File: config.mk
export PLATFORM = sky130hd
export DESIGN_NAME = text_ram_ctrl
export DESIGN_NICKNAME = d
export VERILOG_FILES = /design/src/rtl/text_ram_ctrl.sv
export SDC_FILE = /design/constraint.sdc
export NUM_CORES = 1
export LEC_CHECK = 0
export ABC_CLOCK_PERIOD_IN_PS = 3050
export BUFFER_PORTS_ARGS = -buffer_cell sky130_fd_sc_hd__buf_2
export CORE_ASPECT_RATIO = 1.2
export CORE_UTILIZATION = 30
export DETAILED_ROUTE_END_ITERATION = 12
export PLACE_DENSITY_LB_ADDON = 0.15
export SLEW_MARGIN = 20
export SYNTH_ARGS = -nofsm -noshare
export SYNTH_HDL_FRONTEND = slang
export SYNTH_SLANG_ARGS = --single-unit
File: constraint.sdc
create_clock -name clk -period 3.05 [get_ports clk]
set_input_delay 0.305 -clock clk [delete_from_list [all_inputs] [get_ports clk]]
set_output_delay 0.305 -clock clk [all_outputs]
set_load 0.02 [all_outputs]
File: src/rtl/text_ram_ctrl.sv
// Write-side sequencer for the 80-column character RAM: turns a byte stream into
// cursor-driven registered RAM writes, runs the screen clear and arbitrates host pokes.
module text_ram_ctrl #(
  parameter int ADDR_W = 7,
  parameter int DATA_W = 8,
  parameter int COLS = 80,
  parameter logic [DATA_W-1:0] BLANK = DATA_W'(8'h20)
) (
  input  logic              clk,
  input  logic              resetn,
  input  logic [DATA_W-1:0] in_data,
  input  logic              in_valid,
  output logic              in_ready,
  input  logic              poke_valid,
  input  logic [ADDR_W-1:0] poke_addr,
  input  logic [DATA_W-1:0] poke_data,
  output logic              poke_ready,
  output logic              ram_we,
  output logic [ADDR_W-1:0] ram_waddr,
  output logic [DATA_W-1:0] ram_din,
  output logic [ADDR_W-1:0] cursor,
  output logic              busy
);

  // Handshake: a transfer happens on a rising clk edge where valid && ready are both
  // high; the source holds its data stable until it sees ready, and ready never
  // depends on the matching valid.

  typedef enum logic {
    CLEAR = 1'b0,
    IDLE  = 1'b1
  } state_t;

  localparam logic [ADDR_W-1:0] LAST_CELL  = ADDR_W'(COLS - 1);
  localparam logic [ADDR_W-1:0] FIRST_CELL = '0;
  localparam logic [ADDR_W-1:0] ONE_CELL   = ADDR_W'(1);

  localparam logic [DATA_W-1:0] CH_FF = DATA_W'(8'h0C);
  localparam logic [DATA_W-1:0] CH_CR = DATA_W'(8'h0D);
  localparam logic [DATA_W-1:0] CH_LF = DATA_W'(8'h0A);
  localparam logic [DATA_W-1:0] CH_BS = DATA_W'(8'h08);

  state_t            state_q, state_d;
  logic [ADDR_W-1:0] clr_cnt_q, clr_cnt_d;
  logic [ADDR_W-1:0] cursor_q, cursor_d;
  logic              busy_q;
  logic              we_q, we_d;
  logic [ADDR_W-1:0] waddr_q, waddr_d;
  logic [DATA_W-1:0] din_q, din_d;

  logic poke_fire;
  logic stream_fire;

  // Cursor stepping compares explicitly against the last cell, so COLS need not
  // be a power of two.
  function automatic logic [ADDR_W-1:0] cell_next(input logic [ADDR_W-1:0] c);
    return (c == LAST_CELL) ? FIRST_CELL : c + ONE_CELL;
  endfunction

  function automatic logic [ADDR_W-1:0] cell_prev(input logic [ADDR_W-1:0] c);
    return (c == FIRST_CELL) ? LAST_CELL : c - ONE_CELL;
  endfunction

  assign poke_ready  = (state_q == IDLE);
  assign in_ready    = (state_q == IDLE) && !poke_valid;
  assign poke_fire   = poke_valid && poke_ready;
  assign stream_fire = in_valid && in_ready;

  always_comb begin
    state_d   = state_q;
    clr_cnt_d = clr_cnt_q;
    cursor_d  = cursor_q;
    we_d      = 1'b0;
    waddr_d   = waddr_q;
    din_d     = din_q;

    case (state_q)
      CLEAR: begin
        we_d    = 1'b1;
        waddr_d = clr_cnt_q;
        din_d   = BLANK;
        if (clr_cnt_q == LAST_CELL) begin
          clr_cnt_d = FIRST_CELL;
          cursor_d  = FIRST_CELL;
          state_d   = IDLE;
        end else begin
          clr_cnt_d = clr_cnt_q + ONE_CELL;
        end
      end

      IDLE: begin
        if (poke_fire) begin
          // Out-of-range pokes are consumed silently so the host never stalls.
          if (poke_addr <= LAST_CELL) begin
            we_d    = 1'b1;
            waddr_d = poke_addr;
            din_d   = poke_data;
          end
        end else if (stream_fire) begin
          case (in_data)
            CH_FF: begin
              clr_cnt_d = FIRST_CELL;
              state_d   = CLEAR;
            end
            CH_CR: begin
              cursor_d = FIRST_CELL;
            end
            CH_LF: begin
              cursor_d = cursor_q;
            end
            CH_BS: begin
              cursor_d = cell_prev(cursor_q);
              we_d     = 1'b1;
              waddr_d  = cell_prev(cursor_q);
              din_d    = BLANK;
            end
            default: begin
              we_d     = 1'b1;
              waddr_d  = cursor_q;
              din_d    = in_data;
              cursor_d = cell_next(cursor_q);
            end
          endcase
        end
      end

      default: begin
        state_d = CLEAR;
      end
    endcase
  end

  always_ff @(posedge clk or negedge resetn) begin
    if (!resetn) begin
      state_q   <= CLEAR;
      clr_cnt_q <= '0;
      cursor_q  <= '0;
      busy_q    <= 1'b1;
      we_q      <= 1'b0;
      waddr_q   <= '0;
      din_q     <= '0;
    end else begin
      state_q   <= state_d;
      clr_cnt_q <= clr_cnt_d;
      cursor_q  <= cursor_d;
      busy_q    <= (state_d == CLEAR);
      we_q      <= we_d;
      waddr_q   <= waddr_d;
      din_q     <= din_d;
    end
  end

  assign ram_we    = we_q;
  assign ram_waddr = waddr_q;
  assign ram_din   = din_q;
  assign cursor    = cursor_q;
  assign busy      = busy_q;

endmodule

==> metrics.cfg <==
[outcome]
outcome = complete, no violations

[critical_path]
r2r_cells = 7
startpoint = cursor[0]
worstPathArrival_ns = 2.66
crit_end = ram_waddr[5]
cp_data_required_time_ns = 3.22
r2r-start = cursor[0]
path_class = flop to flop
reg2reg_to = ram_waddr[5]
end_kind = flop
worstPathMaxFanout = 10
reg2reg_slack_ns = 0.56
worstSetupStartpointType = flop

[global_routing]
grt_max_degree = 33
use_met2_pct = 29.60
grt_pass1_vias = 1898
antenna_found_initial = 0
grt_pass1_wl_um = 10040
grt-ovfl-total = 0
groute.usage.overall_pct = 17.57
use_met1_pct = 22.99
use_met3_pct = 2.802
busiest_layer = met2

[clocking]
htreeDepth = 2
cts_tree = done
cts_root_buf = clkbuf_8
clk_latency_ns = 0.28
holdBufCountCts = 0
numCtsBuffers = 5
cts_sinks = 32
post-cts-setup-buffers = 0
cts_resized = 0
path_clk_slew_ns = 0.07
clk_path_buf_depth = 2

[detailed_routing]
ant_nets = 0
viasPerCell = 5.366
finalWirelength_um = 6279
drcViolationCount = 0
wl_per_cell_um = 16.88
dr.pass1.iters = 4
num_vias = 1996
first_iter_violations = 136

[timing]
final_max_slew_viol_count = 0
rsz0062_at_grt = false
setup_viol = 0
worst_slew_pin_slew_ns = 0.7381
period_needed_ns = 2.490
hold_viol_final = 0
max_freq_ghz = 0.4016
setup_tns_ns = 0
max-slew-margin-rel_pct = 50.79
fin_crit_sh_pct = 81.63
clock_skew_ns = 0.006661

[finish]
fin_area_mm2 = 0.002567
antenna_cells = 0
utilization_pct = 37.46
fin_nets = 314
drive_gt1_share_pct = 28.07
stdcell_count = 372
area_delta_synth_final_pct = 19.86

[die]
die_y_um = 94.57
start_util_pct = 31.25
die_area_mm2 = 0.007483
core_mm2 = 0.006854
boundaryPins = 53
fp-row-count = 33
fp.dieW_um = 79.14

[logic_synthesis]
synth_top_cell_area_share_pct = 36.21
ys_top_cells_by_area = dfrtp_1 (36%), o21ai_0 (4.2%), mux2i_1 (3.7%)
yosys-top-cells-count = dfrtp_1 (31), nand2_1 (20), o21ai_0 (18), nor2_1 (12), clkbuf_1 (11)
synth_cell_types = 63
synthArstFlopShare_pct = 100.0
yosysWarnings = 0
synth_edf_count = 0
ys_ff_latch = 32
synthesis.area_mm2 = 0.002142
yosysMostFrequentCell = dfrtp_1
syn_avg_cell_area_um2 = 9.000
synth_top_cell_by_area = dfrtp_1
ys.flop_type = dfrtp_1
synth_nets = 268
syn_inst = 238
yosysSeqAreaShare_pct = 37.44

[power]
vdd_drop_max_v = 0.0003938
switching_share_pct = 35.99
combPwrFrac_pct = 32.0
p_sw_uw = 508.8
powerDensity_mw_per_mm2 = 550.7
pwr-share-seq_pct = 39.5
clock_power_share_pct = 28.5
leakage_uw = 0.001158
p_int_uw = 905.1

[flow_run]
max-cap-violations = 0

[place]
dp.cells = 364
hpwl_um = 4690
placed_area_mm2 = 0.002460
place.gp.congestion = 0.7947
io_buffers = 52

[worst_hold_path]
hp-class = input port to asynchronous set/reset pin

==> worst max-delay path, stage by stage (launching register included) <==
cell	delay (ns)
dfrtp_1	0.48
inv_1	0.14
ha_1	0.25
or3b_2	0.51
or4_4	0.46
nand2_1	0.15
o32ai_1	0.12
mux2_2	0.27
==> sequential cells by signal, summed over array words and instances, names as in the netlist <==
| register | cells |
|---|---|
| cursor | 7 |
| poke_ready | 1 |
| clr_cnt_q | 7 |
| busy | 1 |
| ram_waddr | 7 |
| ram_din | 8 |
| ram_we | 1 |
==> layout by cell type (no fill, tap or decap), drive strengths merged, types with 2 or more instances in the layout <==
| cell type | instances |
|---|---|
| a21oi | 9 |
| nand3 | 9 |
| a31oi | 10 |
| nand2b | 5 |
| mux2i | 8 |
| o32ai | 2 |
| a22oi | 2 |
| or4 | 4 |
| and3 | 4 |
| a221oi | 2 |
| o21ai | 18 |
| buf | 56 |
| clkbuf | 6 |
| nand2 | 21 |
| a21o | 2 |
| a222oi | 2 |
| o31ai | 10 |
| a221o | 2 |
| inv | 11 |
| dfrtp | 31 |
| xnor2 | 3 |
| nor2b | 8 |
| nor3 | 7 |
| nor3b | 5 |
| nor4 | 4 |
| nor2 | 12 |
| and2 | 2 |
| nand4 | 2 |
| ha | 3 |
==> layout make-up <==
| class | count | area [µm²] |
|---|---|---|
| clock buffers | 6 | 72.57 |
| clock inverters | 2 | 35.03 |
| fillers | 744 | 4287 |
| inverters | 11 | 41.29 |
| multi-input cells | 178 | 1217 |
| flip-flops and latches | 32 | 802.0 |
| well taps | 87 | 108.9 |
| repair buffers | 56 | 290.3 |
==> worst min path at each step <==
stage              endpoint  depth (start not counted)  slack [ns]    from
2_1_floorplan  clr_cnt_q[0]                          0       0.009  resetn
3_3_place_gp   clr_cnt_q[2]                          1        0.43  resetn
3_5_place_dp   clr_cnt_q[1]                          1        0.42  resetn
4_1_cts           cursor[0]                          1        0.11  resetn
5_1_grt        clr_cnt_q[2]                          1        0.14  resetn
6_report         ram_din[1]                          1        0.08  resetn
==> cell families (layout without fill, tap and decap cells) <==
group                    Yosys count  in the layout  synth area share [%]
AND/OR/NAND/NOR                   87             87                 23.01
AO/OA/AOI/OAI                     75             75                 26.17
flip-flops                        32             32                 37.44
buffers and inverters             28             75                 5.724
multiplexers                       9              9                 4.264
XOR/XNOR                           4              4                 1.636
adder cells (fa/ha/maj)            3              3                 1.753
==> power groups by stage <==
stage	Clock, µW	Combinational, µW	Sequential (µW)
floorplan	0	265	600
global placement	0	454	567
detailed placement	0	453	566
CTS	422	456	558
global route	436	500	569
finish	403	453	558
==> per-stage QoR <==
stage	setup WS, ns	hold WS, ns	power (µW)
after floorplan	0.7310	0.009409	865.6
after global placement	0.6029	0.4270	1021
after detailed placement	0.5641	0.4246	1019
after CTS	0.5737	0.1094	1436
after global routing	0.3901	0.1420	1504
final	0.5602	0.08414	1414
==> layer usage <==
metal  vias up  wire length, µm
met2        56             3021
met4         0               62
met1       944             2927
met3         6              267
li1        990                -
met5         -                0
Note: power is estimated with default switching activity, not from simulation.
